File: config.mk
export PLATFORM = sky130hd
export DESIGN_NAME = image_scale_down_n
export DESIGN_NICKNAME = d
export VERILOG_FILES = /design/src/rtl/image_scale_pkg.sv /design/src/rtl/image_scale_chan_acc.sv /design/src/rtl/image_scale_down_n.sv
export SDC_FILE = /design/constraint.sdc
export NUM_CORES = 1
export LEC_CHECK = 0
export CAP_MARGIN = 5
export CORE_ASPECT_RATIO = 1.2
export CORE_UTILIZATION = 53
export CTS_CLUSTER_DIAMETER = 200
export CTS_CLUSTER_SIZE = 12
export DETAILED_ROUTE_END_ITERATION = 8
export GPL_TIMING_DRIVEN = 0
export PLACE_DENSITY = 0.79
export SLEW_MARGIN = 5
export SYNTH_ARGS = -nofsm -noshare
export SYNTH_HDL_FRONTEND = slang
export SYNTH_HIERARCHICAL = 1
export SYNTH_SLANG_ARGS = --single-unit
export TNS_END_PERCENT = 1
File: constraint.sdc
create_clock -name clk_i -period 5 [get_ports clk_i]
set_input_delay 0.75 -clock clk_i [delete_from_list [all_inputs] [get_ports clk_i]]
set_output_delay 0.75 -clock clk_i [all_outputs]
set_load 0.02 [all_outputs]
File: src/rtl/image_scale_pkg.sv
// rtl/image_scale_pkg.sv - scale encodings, mask helper and counter type for image_scale_down_n
package image_scale_pkg;

  localparam logic [1:0] SCALE_1 = 2'd0;
  localparam logic [1:0] SCALE_2 = 2'd1;
  localparam logic [1:0] SCALE_4 = 2'd2;
  localparam logic [1:0] SCALE_8 = 2'd3;

  localparam int DIM_W_DEF = 16;

  typedef logic [DIM_W_DEF-1:0] dim_t;

  // Group mask for a log2 factor: (1<<scale)-1, at most 7
  function automatic logic [3:0] fn_mask(input logic [1:0] scale);
    return 4'((1 << scale) - 1);
  endfunction

endpackage

File: src/rtl/image_scale_chan_acc.sv
// rtl/image_scale_chan_acc.sv - per-channel horizontal group accumulator with power-of-two divide
module image_scale_chan_acc #(
  parameter int CW = 16
) (
  input  logic          clk_i,
  input  logic          rstn_i,
  input  logic [CW-1:0] pix_i,
  input  logic          valid_i,
  input  logic          start_i,
  input  logic          grp_end_i,
  input  logic [1:0]    shift_i,
  output logic [CW-1:0] avg_o
);

  logic [CW+2:0] acc_q;
  logic [CW+2:0] sum;

  // A line start discards whatever a dropped partial group left behind
  always_comb begin
    sum   = (start_i ? '0 : acc_q) + {3'b000, pix_i};
    avg_o = CW'(sum >> shift_i);
  end

  // Running sum restarts after every completed group
  always_ff @(posedge clk_i or negedge rstn_i) begin
    if (!rstn_i) begin
      acc_q <= '0;
    end else if (valid_i) begin
      acc_q <= grp_end_i ? '0 : sum;
    end
  end

endmodule

File: src/rtl/image_scale_down_n.sv
// rtl/image_scale_down_n.sv - power-of-two raster downscaler; IMAGE_SCALE_AVG_EN enables horizontal box filter
module image_scale_down_n
  import image_scale_pkg::*;
#(
  parameter int CH    = 1,
  parameter int CW    = 16,
  parameter int DIM_W = 16
) (
  input  logic               clk_i,
  input  logic               rstn_i,
  input  logic [DIM_W-1:0]   width_i,
  input  logic [DIM_W-1:0]   height_i,
  input  logic [1:0]         scale_x_i,
  input  logic [1:0]         scale_y_i,
  input  logic [CH*CW-1:0]   tdata_i,
  input  logic               tvalid_i,
  output logic [CH*CW-1:0]   tdata_o,
  output logic               tvalid_o,
  output logic               frame_done_o
);

  logic [DIM_W-1:0] col, row;
  logic [DIM_W-1:0] width_q, height_q;
  logic [1:0]       sx_q, sy_q;

  logic             at_origin;
  logic [DIM_W-1:0] w_eff, h_eff, mx, my;
  logic [1:0]       sx_eff, sy_eff;
  logic             active, last_col, last_row, grp_end, emit;
  logic [CH*CW-1:0] pix_out;

  // The origin pixel uses live config so the frame's first pixel already obeys the new settings
  always_comb begin
    at_origin = (col == '0) && (row == '0);
    w_eff     = at_origin ? width_i   : width_q;
    h_eff     = at_origin ? height_i  : height_q;
    sx_eff    = at_origin ? scale_x_i : sx_q;
    sy_eff    = at_origin ? scale_y_i : sy_q;
    mx        = DIM_W'(fn_mask(sx_eff));
    my        = DIM_W'(fn_mask(sy_eff));
    active    = tvalid_i && (w_eff != '0) && (h_eff != '0);
    last_col  = (col == w_eff - DIM_W'(1));
    last_row  = (row == h_eff - DIM_W'(1));
    grp_end   = ((col & mx) == mx);
    emit      = active && grp_end && ((row & my) == my) && (col < (w_eff & ~mx));
  end

  // Raster position and per-frame config capture
  always_ff @(posedge clk_i or negedge rstn_i) begin
    if (!rstn_i) begin
      col      <= '0;
      row      <= '0;
      width_q  <= '0;
      height_q <= '0;
      sx_q     <= SCALE_1;
      sy_q     <= SCALE_1;
    end else if (active) begin
      if (at_origin) begin
        width_q  <= width_i;
        height_q <= height_i;
        sx_q     <= scale_x_i;
        sy_q     <= scale_y_i;
      end
      if (last_col) begin
        col <= '0;
        row <= last_row ? '0 : row + DIM_W'(1);
      end else begin
        col <= col + DIM_W'(1);
      end
    end
  end

`ifdef IMAGE_SCALE_AVG_EN
  for (genvar c = 0; c < CH; c++) begin : g_acc
    image_scale_chan_acc #(.CW(CW)) u_acc (
      .clk_i     (clk_i),
      .rstn_i    (rstn_i),
      .pix_i     (tdata_i[c*CW +: CW]),
      .valid_i   (active),
      .start_i   (col == '0),
      .grp_end_i (grp_end),
      .shift_i   (sx_eff),
      .avg_o     (pix_out[c*CW +: CW])
    );
  end
`else
  assign pix_out = tdata_i;
`endif

  // Registered output stage; tdata_o holds its last value between strobes
  always_ff @(posedge clk_i or negedge rstn_i) begin
    if (!rstn_i) begin
      tdata_o      <= '0;
      tvalid_o     <= 1'b0;
      frame_done_o <= 1'b0;
    end else begin
      tvalid_o     <= emit;
      frame_done_o <= active && last_col && last_row;
      if (emit) begin
        tdata_o <= pix_out;
      end
    end
  end

endmodule
### After elaboration in Yosys (flattened, before gate mapping)

Cells that the tools add are included.
Widths: inputs -> output; s select.

* flip-flop bits (word level): 86
* output and inout port bits: 18
* word-level logic and storage cells: 45

* add/subtract/negate cells: 6
* $lt $le $gt $ge: 1
* equality and inequality tests: 4
* shifts and indexed selects: 2
* multiplexer cells: 6
* bitwise logic cells: 4
* reduce and logical (&&, ||, !) cells: 13

Operator list (count)
* $mux 16: 4
* $add 16x1->16 const B: 2
* $and 16x4->16: 2
* $eq 16x16->1: 2
* $eq 16x4->1: 2
* $logic_not 16->1: 2
* $reduce_bool 16->1: 2
* $sub 16x1->16 const B: 2
* $and 16x16->16: 1
* $lt 16x16->1: 1
* $not 4->16: 1
* $logic_and 1x1->1: 8
* $shl 1x2->4 const A: 2
* $sub 4x2->4 const B: 2
* $mux 2: 2
* $reduce_and 2->1: 1

### Logic depth before layout (Yosys ltp)

* depth in word-level cells: 10
* gate-level depth with buffers: 26
* mapped depth without buffers: 17

### Least setup slack after synthesis

OpenSTA, ideal clock, no wires.

* path kind: flip-flop to flip-flop
* start point: register col[0]
* end point: register row[11]
* library setup time: 120 ps
* arrival: 4917 ps
* path slack: -37 ps
* cell stages (with the launch flop): 27
* path buffers: 9
* cell sequence: dfrtp_1 > clkbuf_1 > inv_1 > ha_1 > nor4b_2 > and4_1 > buf_4 > nand2_8 > buf_6 > buf_4 > buf_2 > buf_1 > mux2i_1 > ha_1 > nand2b_1 > or4_1 > xnor2_1 > mux2i_1 > xnor2_1 > nand2b_1 > nor4_1 > and4b_1 > buf_2 > nor2b_1 > buf_4 > buf_6 > a31o_1

* longest elaborated chain between the ends: 7
* elaborated cells on any way between the ends: 14

Ends and longest elaborated chain
* start: declaration: line image_scale_down_n.sv:22 `logic [DIM_W-1:0] col, row;`
* start signal: assignment: line image_scale_down_n.sv:68 `col <= col + DIM_W'(1);`
* parallel branches: the longest is 7 deep, another holds $sub 16x1->16
* end signal: assignment: line image_scale_down_n.sv:66 `row <= last_row ? '0 : row + DIM_W'(1);`
* end: declaration: line image_scale_down_n.sv:22

Several ways; the timed one is not identified.
A chain may end at the register's enable or synchronous reset.

### Worst setup path in the final report

* start point: register col[9]
* end point: register row[9]

The elaborated chain is that of the path after synthesis.

==> flow_metrics.env <==
export IMPL_status="finished, final reports clean"
export IMPL_total_power_mw=3.313
export IMPL_r2r_end="row[9]"
export IMPL_hold_violations=0
export IMPL_avgSynthCellArea_um2=8.812
export IMPL_relSlewSlack_pct=40.98
export IMPL_worstReg2RegStart="col[9]"
export IMPL_drcViolationCount=0
export IMPL_finalSetupTns_ps=0
export IMPL_grt_max_degree=56
export IMPL_yosysWarnings=6
export IMPL_syn_to_final_growth_pct=28.33
export IMPL_vias=6795
export IMPL_yosysSeqAreaShare_pct=31.43
export IMPL_cp_start_kind="flip-flop"
export IMPL_placed_cells=1013
export IMPL_drtIter0Drc=578
export IMPL_syn_area_mm2=0.006847
export IMPL_wl_per_cell_um=22.22
export IMPL_wirelength_um=23550
export IMPL_globalplace_congestion=0.9928
export IMPL_worst_path_max_fanout=10
export IMPL_critPathArrivalTime_ps=5270
export IMPL_rsz0062_at_grt="yes"
export IMPL_maxCapViolations=0
export IMPL_design_area_mm2=0.008786
export IMPL_slew_violations=0
export IMPL_synth_fp_nets=853
export IMPL_endpoint="row[9]"
export IMPL_peakVddDrop_uv=277.0
export IMPL_finClkSkew_ps=10.28
export IMPL_synth_area_leader_cell="dfrtp_1"
export IMPL_grt_first_pass_wirelength_um=36380
export IMPL_cts_num_sinks=86
export IMPL_final_cells=1060
export IMPL_synth_top_cell_area_share_pct=31.43
export IMPL_final_min_clock_period_ps=4990
export IMPL_numCtsBuffers=9
export IMPL_nets=968
export IMPL_p_leak_nw=3.862
export IMPL_ys_top_cells_by_count="dfrtp_1 (86), nand2_1 (56), nor2_1 (56), o21ai_0 (40), nor3_1 (38)"
export IMPL_htreeDepth=3
export IMPL_setup_viol=0
export IMPL_grt_antenna_before_repair=0
export IMPL_coreArea_mm2=0.01261
export IMPL_syn_instance_count=777
export IMPL_cts_root_buf="clkbuf_16"
export IMPL_grt_total_usage_pct=35.19
export IMPL_r2r_slack_ps=10
export IMPL_grt_pass1_vias=6973
export IMPL_grt_ovfl_total=0
export IMPL_die_x_um=105.8
export IMPL_antenna_cells=0
export IMPL_tightest_slew_ps=877.3
export IMPL_clockBufferDepth=2
export IMPL_dieArea_mm2=0.01338
export IMPL_period_share_pct=99.80
export IMPL_ys_ff_latch=86
export IMPL_clk_pin_slew_ps=70
export IMPL_synthDistinctLibCells=74
export IMPL_synthArstFlopShare_pct=100.0
export IMPL_cp_data_required_time_ps=5280
export IMPL_synth_edff_count=0
export IMPL_worstSetupPathType="flip-flop to flip-flop"
export IMPL_cts_tree="built"
export IMPL_dp_hpwl_um=16730
export IMPL_fmax_ghz=0.2004
export IMPL_clk_latency_ps=340
export IMPL_synth_area_leaders="dfrtp_1 (31%), mux2_2 (5.9%), xnor2_1 (4.6%)"
export IMPL_post_route_util_pct=69.66
export IMPL_drt_pass1_iterations=5
export IMPL_ant_nets=0
export IMPL_start_util_pct=54.29
export IMPL_powerDensity_mw_per_mm2=377.1
export IMPL_cp_startpoint="col[9]"
export IMPL_hold_path_class="primary input to asynchronous set/reset pin"
export IMPL_num_rows=45
export IMPL_yosys_cell_count_top_type="dfrtp_1"
export IMPL_die_h_um=126.5
export IMPL_drive_gt1_share_pct=20.76
export IMPL_synth_top_flop_cell="dfrtp_1"
export IMPL_ios=73
export IMPL_io_buffers=71
export IMPL_viasPerCell=6.410
export IMPL_endpoint_kind="flip-flop"
export IMPL_dpl_cell_area_mm2=0.007790
export IMPL_r2r_cells=21
==> logic make-up after synthesis <==
| group | after synthesis | synth area share, % |
|---|---|---|
| and+or+nand+nor | 303 | 24.40 |
| AOI/OAI and AO/OA | 161 | 16.23 |
| DFF | 86 | 31.43 |
| buffers and inverters | 80 | 5.738 |
| muxes | 67 | 10.82 |
| xor gates and xnor gates | 59 | 7.547 |
| adders and majority gates | 21 | 3.838 |
==> final cells by class <==
cell class                      instances  area (um2)
Buffer                                 46       330.3
Clock buffer                            9       225.2
Timing Repair Buffer                  111        1056
Sequential cell                        86        2157
Multi-Input combinational cell        611        4612
Clock inverter                          6       96.34
Inverter                               27       103.9
Fill cell                             987        3826
Tap cell                              164       205.2
==> worst max-delay path, stage by stage, from the launching register on <==
cell       delay (ps)
dfrtp_1           400
buf_4             190
nor4_4            280
and4_1            250
buf_6             130
nand2_8            60
buf_12            120
buf_12            130
mux2i_4           170
ha_2              210
or4b_4            490
buf_4             170
or3_4             350
o31ai_4           190
o221ai_2          160
o2bb2ai_4         170
a2111oi_4         400
nor3b_4           390
nor2b_1           170
buf_4             180
buf_4             140
a31o_2            140
==> routing by layer <==
layer	GRT usage, %	share of wire, %	wire (um)	vias to the layer above
met1	40.01	37	8803	3270
met3	4.162	5.8	1370	117
met2	61.28	50	11850	324
li1	-	-	-	3084
met4	24.75	6.5	1525	0
met5	0	0	0	-
==> power breakdown <==
group          switching, mW  internal, mW  leakage, nW
sequential             0.129         0.825         1.04
combinational          0.864         0.750         2.66
clock                  0.304         0.441        0.154
total                   1.30          2.02         3.86
==> cell usage in the layout, fill, tap and decap left out, types with 7 or more instances in the layout <==
master,netlist,routed
a21o_1,13,13
a21oi_1,19,19
and3_1,11,11
buf_2,16,10
buf_4,5,42
buf_6,7,10
clkbuf_1,22,15
clkbuf_16,0,9
clkdlybuf4s50_1,0,70
dfrtp_1,86,82
ha_1,21,17
inv_1,27,23
mux2_2,36,36
mux2i_1,29,25
nand2_1,56,56
nand2b_1,21,20
nand3_1,25,25
nand4_1,11,11
nor2_1,56,54
nor2b_1,11,8
nor3_1,38,36
nor4_1,18,15
o211ai_1,7,7
o21ai_0,40,39
o22ai_1,19,17
o31ai_1,8,7
or3_1,11,10
or4_1,8,7
xnor2_1,36,35
xor2_1,23,22
==> through the flow <==
step	hold WS [ps]	setup slack, ps
CTS	370.3	5.584
detailed placement	492.9	-1430
floorplan	454.4	49.95
global route	388.3	-207.2
finish	361.8	10.04
global placement	482.2	-1447
==> repair_timing <==
item,in CTS,in global routing
pin swaps,12,19
buffers inserted,26,12
cloned,1,0
setup endpoints to repair,86,75
hold buffers,0,0
gates resized for setup,54,37
==> state kept, by name, indices dropped and copies added (netlist names) <==
register      count
frame_done_o      1
sx_q              2
tvalid_o          1
col              16
row              16
tdata_o          16
height_q         16
width_q          16
sy_q              2
==> how the worst min path moves through the flow <==
stage / start / end / slack, ps / cells past startpoint
finish: rstn_i / width_q[13] / 360 / 1
global route: rstn_i / width_q[13] / 390 / 1
CTS: rstn_i / width_q[12] / 370 / 1
detailed placement: tdata_o[13] / tdata_o[13] / 490 / 1
global placement: height_q[0] / height_q[0] / 480 / 2
floorplan: rstn_i / col[0] / 450 / 0
No activity file was read; power rests on OpenSTA's default activity.
